[src/rtl/mc_pkg.sv]
// Shared encodings and default sizes for the multi-core controller.
package mc_pkg;

    // The status output is the state encoding itself.
    typedef enum logic [1:0] {
        ST_IDLE    = 2'b00,
        ST_PROCESS = 2'b01,
        ST_TIMEOUT = 2'b10,
        ST_ALLDONE = 2'b11
    } mc_state_e;

    localparam int MC_NUM_CORES = 4;
    localparam int MC_CNT_W     = 16;

endpackage

[src/rtl/multicore_controller_done_tracker.sv]
// Enable latch, sticky per-core done flags and the all-enabled-cores-done compare.
module done_tracker #(
    parameter int NUM_CORES = 4
) (
    input  logic                 clock,
    input  logic                 rst_n,
    input  logic                 load_i,
    input  logic                 accum_i,
    input  logic [NUM_CORES-1:0] enable_i,
    input  logic [NUM_CORES-1:0] done_i,
    output logic [NUM_CORES-1:0] done_mask_o,
    output logic                 complete_o
);

    logic [NUM_CORES-1:0] en_q;
    logic [NUM_CORES-1:0] mask_q;
    logic [NUM_CORES-1:0] mask_d;

    // Done pulses from cores outside the latched enable set never reach the mask.
    always_comb begin
        mask_d = mask_q | (done_i & en_q);
    end

    // Latch the enable set on an accepted start; accumulate done flags while running.
    always_ff @(posedge clock or negedge rst_n) begin
        if (!rst_n) begin
            en_q   <= '0;
            mask_q <= '0;
        end else if (load_i) begin
            en_q   <= enable_i;
            mask_q <= '0;
        end else if (accum_i) begin
            mask_q <= mask_d;
        end
    end

    // Includes this cycle's done inputs so a core finishing now completes the run now.
    assign complete_o  = (mask_d == en_q);
    assign done_mask_o = mask_q;

endmodule

[src/rtl/multicore_controller.sv]
// Run sequencer for NUM_CORES cores: start pulses, completion, timeout, abort.
// Command handshake: begin_process is a level sampled only in IDLE (no edge
// detection); clear is honoured only in ALLDONE/TIMEOUT and abort only in PROCESS.
module multicore_controller
    import mc_pkg::*;
#(
    parameter int NUM_CORES = MC_NUM_CORES,
    parameter int CNT_W     = MC_CNT_W
) (
    input  logic                 clock,
    input  logic                 rst_n,
    input  logic                 begin_process,
    input  logic [NUM_CORES-1:0] core_enable,
    input  logic [NUM_CORES-1:0] core_done,
    input  logic                 clear,
    input  logic                 abort,
    input  logic [CNT_W-1:0]     timeout_limit,
    output logic [NUM_CORES-1:0] core_start,
    output logic [1:0]           status,
    output logic [NUM_CORES-1:0] done_mask,
    output logic                 all_done,
    output logic [CNT_W-1:0]     cycle_count
);

    localparam logic [CNT_W-1:0] CNT_ONE = CNT_W'(1);

    mc_state_e            state_q, state_d;
    logic [CNT_W-1:0]     cnt_q, cnt_d;
    logic [NUM_CORES-1:0] start_q, start_d;
    logic                 all_done_q, all_done_d;
    logic [CNT_W-1:0]     cnt_inc;
    logic                 load, accum, complete;

    assign cnt_inc = cnt_q + CNT_ONE;

    done_tracker #(.NUM_CORES(NUM_CORES)) u_tracker (
        .clock       (clock),
        .rst_n       (rst_n),
        .load_i      (load),
        .accum_i     (accum),
        .enable_i    (core_enable),
        .done_i      (core_done),
        .done_mask_o (done_mask),
        .complete_o  (complete)
    );

    // Next state, counter and one-cycle pulses; priority in PROCESS is abort > completion > timeout.
    always_comb begin
        state_d    = state_q;
        cnt_d      = cnt_q;
        start_d    = '0;
        all_done_d = 1'b0;
        load       = 1'b0;
        accum      = 1'b0;
        case (state_q)
            ST_IDLE: begin
                if (begin_process) begin
                    load  = 1'b1;
                    cnt_d = '0;
                    if (core_enable != '0) begin
                        state_d = ST_PROCESS;
                        start_d = core_enable;
                    end else begin
                        state_d    = ST_ALLDONE;
                        all_done_d = 1'b1;
                    end
                end
            end
            ST_PROCESS: begin
                accum = 1'b1;
                cnt_d = (cnt_q == '1) ? cnt_q : cnt_inc;
                if (abort) begin
                    state_d = ST_IDLE;
                end else if (complete) begin
                    state_d    = ST_ALLDONE;
                    all_done_d = 1'b1;
                end else if (timeout_limit != '0 && cnt_inc == timeout_limit) begin
                    state_d = ST_TIMEOUT;
                end
            end
            ST_TIMEOUT, ST_ALLDONE: begin
                if (clear) begin
                    state_d = ST_IDLE;
                end
            end
            default: state_d = ST_IDLE;
        endcase
    end

    // State and registered outputs; reset discards any run in flight.
    always_ff @(posedge clock or negedge rst_n) begin
        if (!rst_n) begin
            state_q    <= ST_IDLE;
            cnt_q      <= '0;
            start_q    <= '0;
            all_done_q <= 1'b0;
        end else begin
            state_q    <= state_d;
            cnt_q      <= cnt_d;
            start_q    <= start_d;
            all_done_q <= all_done_d;
        end
    end

    assign status      = state_q;
    assign core_start  = start_q;
    assign all_done    = all_done_q;
    assign cycle_count = cnt_q;

endmodule

[config.mk]
export PLATFORM = sky130hd
export DESIGN_NAME = multicore_controller
export DESIGN_NICKNAME = d
export VERILOG_FILES = /design/src/rtl/mc_pkg.sv /design/src/rtl/multicore_controller_done_tracker.sv /design/src/rtl/multicore_controller.sv
export SDC_FILE = /design/constraint.sdc
export NUM_CORES = 1
export LEC_CHECK = 0
export BUFFER_PORTS_ARGS = -buffer_cell sky130_fd_sc_hd__buf_2
export CAP_MARGIN = 15
export CORE_MARGIN = 10
export CORE_UTILIZATION = 29
export DETAILED_ROUTE_END_ITERATION = 8
export GPL_TIMING_DRIVEN = 0
export SYNTH_ARGS = -nofsm -noshare
export SYNTH_HDL_FRONTEND = slang
export SYNTH_SLANG_ARGS = --single-unit
[constraint.sdc]
create_clock -name clock -period 2.1 [get_ports clock]
set_input_delay 0.315 -clock clock [delete_from_list [all_inputs] [get_ports clock]]
set_output_delay 0.315 -clock clock [all_outputs]
set_load 0.03 [all_outputs]
==> flow_summary_export.csv, run 1 <==
group,metric,value,unit
synth,synth_ff_type,"dfrtp_1",
route,dr.pass1.iters,4,
cts,numCtsBuffers,5,
die,die-height,104,um
grt,gr-usage-all-layers,11.7,%
final_layout,layout-drive-gt1-share,41.9,%
timing,hold_violations,0,
synth,synth_top_cell_area_share,37.8,%
power,clkPwrFrac,19.3,%
synth,syn_nets,266,
critical_path,required,2330,ps
die,rows,30,
power,p_leak,1.25,nW
run_status,violations,"negative setup slack",
final_layout,multiInputGateArea,1360,um2
critical_path,worstSetupPathType,"reg2reg",
die,io_pins,56,
final_layout,layout_common_cells,"buf_2 (55), nor2_1 (21), buf_4 (21)",
grt,grt-ovfl-total,0,
final_layout,final_common_cell,"buf_2",
grt,grt_pass1_vias,2135,
synth,avgSynthCellArea,8.69,um2
timing,rsz0062_at_grt,"true",
power,intPower,1.47,mW
timing,fmax,0.457,GHz
timing,finClkSkew,7.47,ps
route,final_antenna_net_count,0,
critical_path,cp_max_fo,7,
synth,synthArstFlopShare,100,%
final_layout,syn_to_final_growth,40.2,%
placed_design,pre_cts_ws,-191,ps
route,wl_per_cell,16.3,um
cts,h-tree-depth,2,
die,dieArea,10800,um2
run,drv_cap,0,
critical_path,arrival,2420,ps
route,drt-initial-drc-count,89,
final_layout,register_area,790,um2
grt,grt_max_degree,32,
placed_design,io_buffers,55,
cts,insertion_delay,300,ps
power,power_frac_seq,33.5,%
synth,synthCells,236,
final_layout,nets,344,
synth,synth_cell_types,47,
final_layout,fin_util,42.1,%
cts,clkTransAtPathRegs,80,ps
synth,synth_top_area_cell,"dfrtp_1",
synth,ys.warnings.count,0,
run_status,status,"finished, violations left",
synth,ys_seq_area_share,37.8,%
power,pwr-share-comb,47.1,%
die,die_x,104,um
cts,root_buffer,"clkbuf_8",
cts,hold_buffers,0,
cts,cts.path.max_buffers,2,
placed_design,dp_hpwl,4890,um
die,core,6830,um2
power,vdd_drop_max,0.553,mV
route,wl,6690,um
power,power.density,897,nW/um2
timing,fin_ws,-86.2,ps
critical_path,reg2reg_slack,-90,ps
power,netSwitchingFraction,43.2,%
power,netSwitchingPower,1.11,mW
final_layout,antenna_cells,0,
route,viasPerCell,5.13,
timing,tightest_slew,722,ps
grt,antenna_found_initial,0,
min_path,hold_path.class,"in2async",
die,start_util,30.0,%
final_layout,fillCellCount,702,
synth,netlist_area,2050,um2
route,via_count,2108,
critical_path,worstSetupEndpointType,"flip-flop",
placed_design,gp_congestion,0.862,
timing,period_needed,2190,ps
cts,cts_sinks,31,
timing,max-slew-margin-rel,51.9,%
synth,synth.ff_latch_count,31,
grt,grt_first_pass_wirelength,10600,um
timing,slew_viol_final,0,
synth,yosys-top-cells-area,"dfrtp_1 (38%), xnor2_1 (6.4%), o21ai_0 (5.6%), nor2_1 (4.2%), a21oi_1 (3.2%)",
timing,finalCritPeriodShare,104,%
critical_path,cp-start-kind,"flip-flop",
timing,setup_violations,2,
synth,synth_edf_count,0,
route,drc,0,
cts,cts_tree,"built",
-- power by group through the flow --
stage / clock network [mW] / registers [mW] / logic, mW
3_5_place_dp: 0 / 0.887 / 1.03
4_1_cts: 0.522 / 0.869 / 1.12
3_3_place_gp: 0 / 0.883 / 1.03
2_1_floorplan: 0 / 1.00 / 0.579
6_report: 0.499 / 0.866 / 1.22
5_1_grt: 0.539 / 0.887 / 1.34
-- path summary, 6_finish.rpt --
path,start,depth (start not counted),endpoint
min in group clock,core_enable[0],2,core_start[0]$_DFF_PN0_
setup / recovery,cycle_count[9]$_DFFE_PN0P_,6,status[1]$_DFFE_PN0P_
hold / removal,rst_n,1,cycle_count[11]$_DFFE_PN0P_
max in group asynchronous,rst_n,1,cycle_count[1]$_DFFE_PN0P_
setup reg to reg,cycle_count[9]$_DFFE_PN0P_,6,status[1]$_DFFE_PN0P_
hold reg to reg,cycle_count[1]$_DFFE_PN0P_,2,cycle_count[1]$_DFFE_PN0P_
-- per-layer routing --
layer  GRT usage (%)  vias up  wire [um]  share of wire (%)
li1                -     1034          -                  -
met1            14.6      982       2990                 45
met2            18.1       80       3110                 46
met3            4.09       12        455                6.8
met4            4.47        0        140                2.1
met5               0        -          0                  0
-- metrics by stage --
stage	hold WS, ps	total power, mW	setup TNS (ps)	instances	area (um2)
after floorplan	19.4	1.58	-15.5	236	2090
after global placement	414	1.91	-2300	387	2480
after detailed placement	419	1.92	-2410	387	2480
after CTS	94.2	2.51	-30.5	400	2710
after global routing	121	2.76	-371	411	2880
final	67.8	2.58	-164	411	2880
-- sequential cells by signal, indices dropped and copies added, names as in the netlist --
| register | flops |
|---|---|
| u_tracker.done_mask_o | 4 |
| all_done | 1 |
| cycle_count | 16 |
| status | 2 |
| core_start | 4 |
| u_tracker.en_q | 4 |
-- cell families (layout without fill, tap and decap cells) --
kind of cell / count (synthesis) / count (layout) / synth area share (%)
adders and majority gates: 1 / 1 / 0.610
DFF: 31 / 31 / 37.8
AOI/OAI and AO/OA: 70 / 70 / 21.4
buffers and inverters: 19 / 98 / 4.27
and+or+nand+nor: 91 / 91 / 24.4
xor gates and xnor gates: 21 / 21 / 9.88
muxes: 3 / 3 / 1.65
-- synth_stat cells, types with 2 or more instances --
cell type and instances:
o21bai_1 3, nand2_1 12, nand3b_1 3, o31ai_1 7, a31oi_1 5, o211ai_1 3
xor2_1 5, nand4_1 7, dfrtp_1 31, a22o_1 2, nand3_1 8, nor3_1 3
mux2_2 3, or3_1 2, xnor2_1 15, nor2b_1 3, buf_2 7, nand2b_1 3
and2_1 6, o21ai_0 23, o41ai_1 2, clkbuf_1 3, a21oi_1 13, inv_1 8
or4_1 3, nor4_1 6, and3_1 5, and4_1 3, o22ai_1 2, nor2_1 23
-- final cells by class --
cell class	count	share of cell area [%]
clock inverter	3	0.870
clock buffer	5	2.39
buffer	4	1.09
timing repair buffer	78	15.6
tap	96	4.17
inverter	8	1.04
sequential	31	27.4
multi-input combinational	186	47.4
-- worst max-delay path: stages, from the launching register on --
cell and delay (ps):
dfrtp_2 500, xnor2_4 190, or4_1 510, o211ai_1 250, o32ai_2 150, nor4_4 340, o21a_1 170
-- repair_timing --
item | in CTS | in global routing
pin swaps | 14 | 17
resized for setup | 20 | 30
setup buffers | 10 | 13
endpoints found under the setup margin | 17 | 14
hold endpoints to repair | 0 | 0
Power figures use the tool's default switching activity.
==> inputs of run 2 (changes only) <==
--- a/config.mk
+++ b/config.mk
@@ -8,9 +8,10 @@
 export BUFFER_PORTS_ARGS = -buffer_cell sky130_fd_sc_hd__buf_2
 export CAP_MARGIN = 15
 export CORE_MARGIN = 10
-export CORE_UTILIZATION = 29
+export CORE_UTILIZATION = 47
 export DETAILED_ROUTE_END_ITERATION = 8
 export GPL_TIMING_DRIVEN = 0
+export PLACE_DENSITY = 0.76
 export SYNTH_ARGS = -nofsm -noshare
 export SYNTH_HDL_FRONTEND = slang
 export SYNTH_SLANG_ARGS = --single-unit
==> flow_summary_export.csv, run 2 (synthesis gave the netlist of run 1 again) <==
group,metric,value,unit
timing,fin_ws,-83.7,ps
cts,hold_buffers,0,
critical_path,worstSetupEndpointType,"flip-flop",
final_layout,fin_cells,362,
cts,cts.path.max_buffers,2,
grt,grt-ovfl-total,0,
grt,grt_max_degree,32,
final_layout,syn_to_final_growth,32.0,%
run_status,status,"finished, violations left",
timing,max-slew-margin-rel,52.9,%
timing,period_needed,2180,ps
route,via_count,2149,
timing,setup_violations,10,
route,viasPerCell,5.94,
cts,insertion_delay,290,ps
critical_path,required,2330,ps
critical_path,crit_start,"cycle_count[6]$_DFFE_PN0P_",
route,dr.pass1.iters,4,
final_layout,antenna_cells,0,
cts,root_buffer,"clkbuf_8",
cts,h-tree-depth,2,
final_layout,largest_reg_flops,16,
route,wl,6370,um
placed_design,io_buffers,55,
cts,cts_tree,"built",
cts,cts_sinks,31,
final_layout,layout-drive-gt1-share,35.9,%
die,dieArea,7410,um2
route,drc,0,
cts,numCtsBuffers,5,
critical_path,r2r-start,"cycle_count[6]$_DFFE_PN0P_",
critical_path,timing.rr.end,"status[1]$_DFFE_PN0P_",
run,drv_cap,0,
placed_design,placed_cells,341,
die,rows,23,
min_path,hold_path.class,"in2async",
route,final_antenna_net_count,0,
cts,clkTransAtPathRegs,70,ps
timing,slew_viol_final,0,
die,io_pins,56,
grt,grt_first_pass_wirelength,9850,um
final_layout,layout_common_cells,"buf_2 (57), dfrtp_1 (24), nor2_1 (22)",
die,die_x,86.1,um
timing,finClkSkew,7.09,ps
timing,rsz0062_at_grt,"true",
grt,antenna_found_initial,0,
final_layout,fin_util,65.8,%
critical_path,arrival,2410,ps
final_layout,nets,341,
route,wl_per_cell,17.6,um
placed_design,gp_congestion,0.887,
final_layout,final_common_cell,"buf_2",
power,power.density,939,nW/um2
critical_path,reg2reg_depth,7,
critical_path,cp_max_fo,8,
critical_path,crit_path_end,"status[1]$_DFFE_PN0P_",
run_status,violations,"negative setup slack",
final_layout,fillCellCount,345,
grt,grt_pass1_vias,2040,
critical_path,worstSetupPathType,"reg2reg",
critical_path,cp-start-kind,"flip-flop",
timing,hold_violations,0,
timing,finalCritPeriodShare,104,%
timing,fmax,0.458,GHz
power,p_leak,1.22,nW
die,core,4120,um2
critical_path,reg2reg_slack,-80,ps
timing,tightest_slew,707,ps
grt,gr-usage-all-layers,16.3,%
placed_design,dp_hpwl,4560,um
die,die-height,86.1,um
power,vdd_drop_max,0.576,mV
route,drt-initial-drc-count,152,
die,start_util,49.9,%
-- run 2: changes by cell type in the layout (fill, tap and decap cells not counted), sizes merged --
cell    previous run  this run
clkinv             2         1
clkbuf             8         9
buf               79        76
-- run 2: worst max-delay path, stage by stage (launching register included) --
cell,delay (ps)
dfrtp_2,390
buf_2,170
and4_1,230
and4_2,260
xnor2_1,140
or4_4,430
nor4_4,350
o21a_1,150
-- run 2: metrics by stage --
stage               worst slack [ps]  setup TNS [ps]  cell area [um2]  total power, mW  hold WS (ps)
global placement                -188           -2160             2430             1.89           401
floorplan                      -10.0           -15.5             2090             1.58          19.4
CTS                            -45.2            -425             2660             2.48          91.8
global route                    -172           -1950             2710             2.69           125
finish                         -83.7            -310             2710             2.54          66.6
detailed placement              -219           -2560             2430             1.91           408
-- run 2: where the power goes --
| part | switching, mW | internal [mW] | total (mW) |
|---|---|---|---|
| clock network | 0.247 | 0.232 | 0.479 |
| logic | 0.709 | 0.498 | 1.21 |
| registers | 0.139 | 0.718 | 0.858 |
| total | 1.10 | 1.45 | 2.54 |
-- run 2: final cells by class --
cell class | instances | area (um2) | share of cell area (%)
timing repair buffer | 71 | 395 | 14.6
clock inverter | 2 | 12.5 | 0.462
buffer | 8 | 56.3 | 2.08
clock buffer | 6 | 72.6 | 2.68
inverter | 8 | 30.0 | 1.11
tap | 50 | 62.6 | 2.31
sequential | 31 | 785 | 29.0
multi-input combinational | 186 | 1290 | 47.8
-- run 2: routing by layer --
metal | GRT usage [%] | up-vias | routed length, um
li1 | - | 1023 | -
met1 | 18.4 | 1038 | 2560
met2 | 27.8 | 74 | 3210
met3 | 5.30 | 14 | 464
met4 | 6.29 | 0 | 136
met5 | 0 | - | 0
-- run 2: worst min path at each step --
stage | endpoint | slack, ps | cells past startpoint
6_report | cycle_count[11]$_DFFE_PN0P_ | 70 | 1
5_1_grt | cycle_count[10]$_DFFE_PN0P_ | 120 | 1
4_1_cts | cycle_count[11]$_DFFE_PN0P_ | 90 | 1
3_5_place_dp | cycle_count[11]$_DFFE_PN0P_ | 410 | 1
3_3_place_gp | cycle_count[11]$_DFFE_PN0P_ | 400 | 1
2_1_floorplan | all_done$_DFF_PN0_ | 20 | 0
-- run 2: timing repair --
| item | 4_1_cts | 5_1_grt |
|---|---|---|
| setup buffers | 12 | 4 |
| resized for setup | 13 | 10 |
| pin swaps | 12 | 10 |
| endpoints found under the setup margin | 17 | 18 |
==> inputs of run 3 (changes only) <==
--- a/config.mk
+++ b/config.mk
@@ -5,10 +5,11 @@
 export SDC_FILE = /design/constraint.sdc
 export NUM_CORES = 1
 export LEC_CHECK = 0
+export ABC_AREA = 1
 export BUFFER_PORTS_ARGS = -buffer_cell sky130_fd_sc_hd__buf_2
 export CAP_MARGIN = 15
 export CORE_MARGIN = 10
-export CORE_UTILIZATION = 47
+export CORE_UTILIZATION = 48
 export DETAILED_ROUTE_END_ITERATION = 8
 export GPL_TIMING_DRIVEN = 0
 export PLACE_DENSITY = 0.76
==> flow_summary_export.csv, run 3 <==
group,metric,value,unit
run_status,status,"complete, no violations",
die,die_x,86.8,um
timing,setup_violations,0,
die,dieArea,7540,um2
die,die-height,86.8,um
final_layout,layout-drive-gt1-share,28.3,%
timing,max-slew-margin-rel,53.4,%
cts,h-tree-depth,2,
critical_path,arrival,2180,ps
route,wl,6260,um
critical_path,worst-path-buf-inv,1,
timing,slew_viol_final,0,
route,viasPerCell,5.31,
critical_path,cp_max_fo,7,
grt,antenna_found_initial,0,
final_layout,layout_common_cells,"nand2_1 (99), buf_2 (55), inv_1 (45)",
timing,fmax,0.501,GHz
min_path,hold_path.class,"in2async",
route,wl_per_cell,14.2,um
critical_path,reg2reg_slack,100,ps
synth,avgSynthCellArea,6.76,um2
timing,tightest_slew,699,ps
synth,synth_edf_count,0,
critical_path,crit_family,"simple AND/OR/NAND/NOR gates",
final_layout,fin_util,62.9,%
timing,fin_ws,104,ps
timing,finClkSkew,4.38,ps
power,vdd_drop_max,0.717,mV
final_layout,final_common_cell,"nand2_1",
synth,synth.ff_latch_count,31,
synth,synth_ff_type,"dfrtp_1",
route,drc,0,
run,drv_cap,0,
grt,grt_first_pass_wirelength,9850,um
route,via_count,2342,
route,dr.pass1.iters,5,
power,power.density,939,nW/um2
critical_path,cp_slowest_stage_delay,430,ps
route,drt-initial-drc-count,187,
critical_path,worstSetupPathType,"reg2reg",
route,final_antenna_net_count,0,
cts,insertion_delay,290,ps
critical_path,cp_slowest_cell,"dfrtp_2",
timing,finalCritPeriodShare,95.1,%
final_layout,nets,418,
synth,yosys-top-cells-area,"dfrtp_1 (36%), nand2_1 (18%), nand3_1 (11%), inv_1 (7.9%), nor2_1 (4.4%)",
grt,gr-usage-all-layers,16.1,%
cts,clkTransAtPathRegs,80,ps
timing,hold_violations,0,
final_layout,antenna_cells,0,
synth,synthArstFlopShare,100,%
synth,ys.warnings.count,0,
power,pwr-share-comb,46.5,%
critical_path,cp-start-kind,"flip-flop",
power,power_frac_seq,33.7,%
power,netSwitchingFraction,46.5,%
final_layout,fillCellCount,395,
power,p_leak,1.38,nW
synth,synth_top_cell_area_share,36.2,%
final_layout,fin_cells,441,
cts,cts_sinks,31,
cts,numCtsBuffers,5,
grt,grt_pass1_vias,2219,
placed_design,gp_congestion,0.856,
synth,syn_nets,347,
die,core,4350,um2
synth,netlist_area,2140,um2
critical_path,required,2290,ps
synth,synth_cell_types,26,
placed_design,placed_cells,424,
timing,period_needed,2000,ps
synth,synthCells,317,
final_layout,syn_to_final_growth,27.7,%
final_layout,largest_reg_flops,16,
power,intPower,1.37,mW
placed_design,dp_hpwl,4640,um
cts,cts.path.max_buffers,2,
power,netSwitchingPower,1.20,mW
die,io_pins,56,
synth,ys_top_cells_by_count,"nand2_1 (103), nand3_1 (46), inv_1 (45), dfrtp_1 (31), nor2_1 (25)",
die,rows,24,
grt,grt-ovfl-total,0,
synth,synth.most_common_cell,"nand2_1",
die,start_util,49.2,%
cts,cts_tree,"built",
synth,synth_top_area_cell,"dfrtp_1",
critical_path,critPathMostFrequentCell,"nand2_1",
cts,root_buffer,"clkbuf_8",
placed_design,io_buffers,55,
placed_design,pre_cts_ws,-64.1,ps
critical_path,cp_cell_sequence,"ha_4 > nand2_4 > nor2_4 > buf_6 > nand3_2 > nand2_2 > nand2_2 > nand2_1 > nand3_1 > nor2_1 > nand3_2 > nand2_2 > nand2_1 > nand2_1 > nand2_1",
cts,hold_buffers,0,
synth,ys_seq_area_share,36.2,%
power,clkPwrFrac,19.8,%
grt,grt_max_degree,32,
critical_path,worstSetupEndpointType,"flip-flop",
[run 3: cell count changes in the layout (fill, tap and decap cells not counted), sizes merged, moves of 7 or more]
cell   previous run  this run
nand2            12       104
nand3             8        47
inv               8        46
xnor2            16         2
a21oi            13         3
buf              76        66
o22ai             2        11
nor2             23        30
[run 3: cell type report]
| class | instances | area [um2] | area share [%] |
|---|---|---|---|
| multi-input cells | 236 | 1250 | 45.7 |
| flip-flops and latches | 31 | 782 | 28.6 |
| repair buffers | 64 | 347 | 12.7 |
| inverters | 46 | 173 | 6.31 |
| clock buffers | 5 | 68.8 | 2.51 |
| well taps | 52 | 65.1 | 2.38 |
| plain buffers | 4 | 26.3 | 0.960 |
| clock inverters | 3 | 25.0 | 0.914 |
[run 3: stage by stage]
| stage | hold WS (ps) | total power, mW | cell area [um2] | TNS [ps] |
|---|---|---|---|---|
| floorplan | 19.4 | 1.69 | 2140 | 0 |
| global placement | 408 | 2.01 | 2480 | -218 |
| detailed placement | 415 | 2.03 | 2480 | -395 |
| CTS | 93.1 | 2.55 | 2580 | 0 |
| global route | 107 | 2.76 | 2740 | -72.8 |
| finish | 59.6 | 2.57 | 2740 | 0 |
[run 3: cells by family (layout without fill, tap and decap cells)]
logic type | after synthesis | after routing | share of synthesized area (%)
AO/OA/AOI/OAI | 32 | 32 | 10.7
XOR/XNOR | 6 | 6 | 2.45
adder cells (fa/ha/maj) | 1 | 1 | 0.584
buffers and inverters | 50 | 122 | 9.16
flip-flops | 31 | 31 | 36.2
AND/OR/NAND/NOR | 197 | 197 | 40.9
[run 3: metal layers]
metal  GRT usage [%]  vias up  share of wire (%)
li1                -     1177                  -
met1            19.5     1076                 43
met2            25.5       76                 48
met3            4.78       13                7.1
met4            7.22        0                2.0
met5               0        -                  0
[run 3: final timing paths]
path,startpoint,end,cells after the start
worst max-delay path,cycle_count[1]$_DFFE_PN0P_,status[0]$_DFFE_PN0P_,15
worst min-delay path,rst_n,cycle_count[4]$_DFFE_PN0P_,1
worst max register to register,cycle_count[1]$_DFFE_PN0P_,status[0]$_DFFE_PN0P_,15
worst min register to register,u_tracker.done_mask_o[3]$_DFFE_PN0P_,u_tracker.done_mask_o[3]$_DFFE_PN0P_,2
max in group asynchronous,rst_n,cycle_count[0]$_DFFE_PN0P_,1
min in group clock,clear,status[1]$_DFFE_PN0P_,4
[run 3: power by group through the flow]
stage               sequential (mW)  clock (mW)  combinational [mW]
finish                        0.865       0.509                1.20
global route                  0.885       0.537                1.34
CTS                           0.851       0.521                1.18
detailed placement            0.860           0                1.17
global placement              0.859           0                1.15
floorplan                      1.04           0               0.649
[run 3: what timing repair did]
item	4_1_cts	5_1_grt
gates cloned	0	0
hold endpoints to repair	0	0
setup endpoints to repair	10	2
pin swaps	1	12
setup buffers	1	8
gates resized for setup	0	29
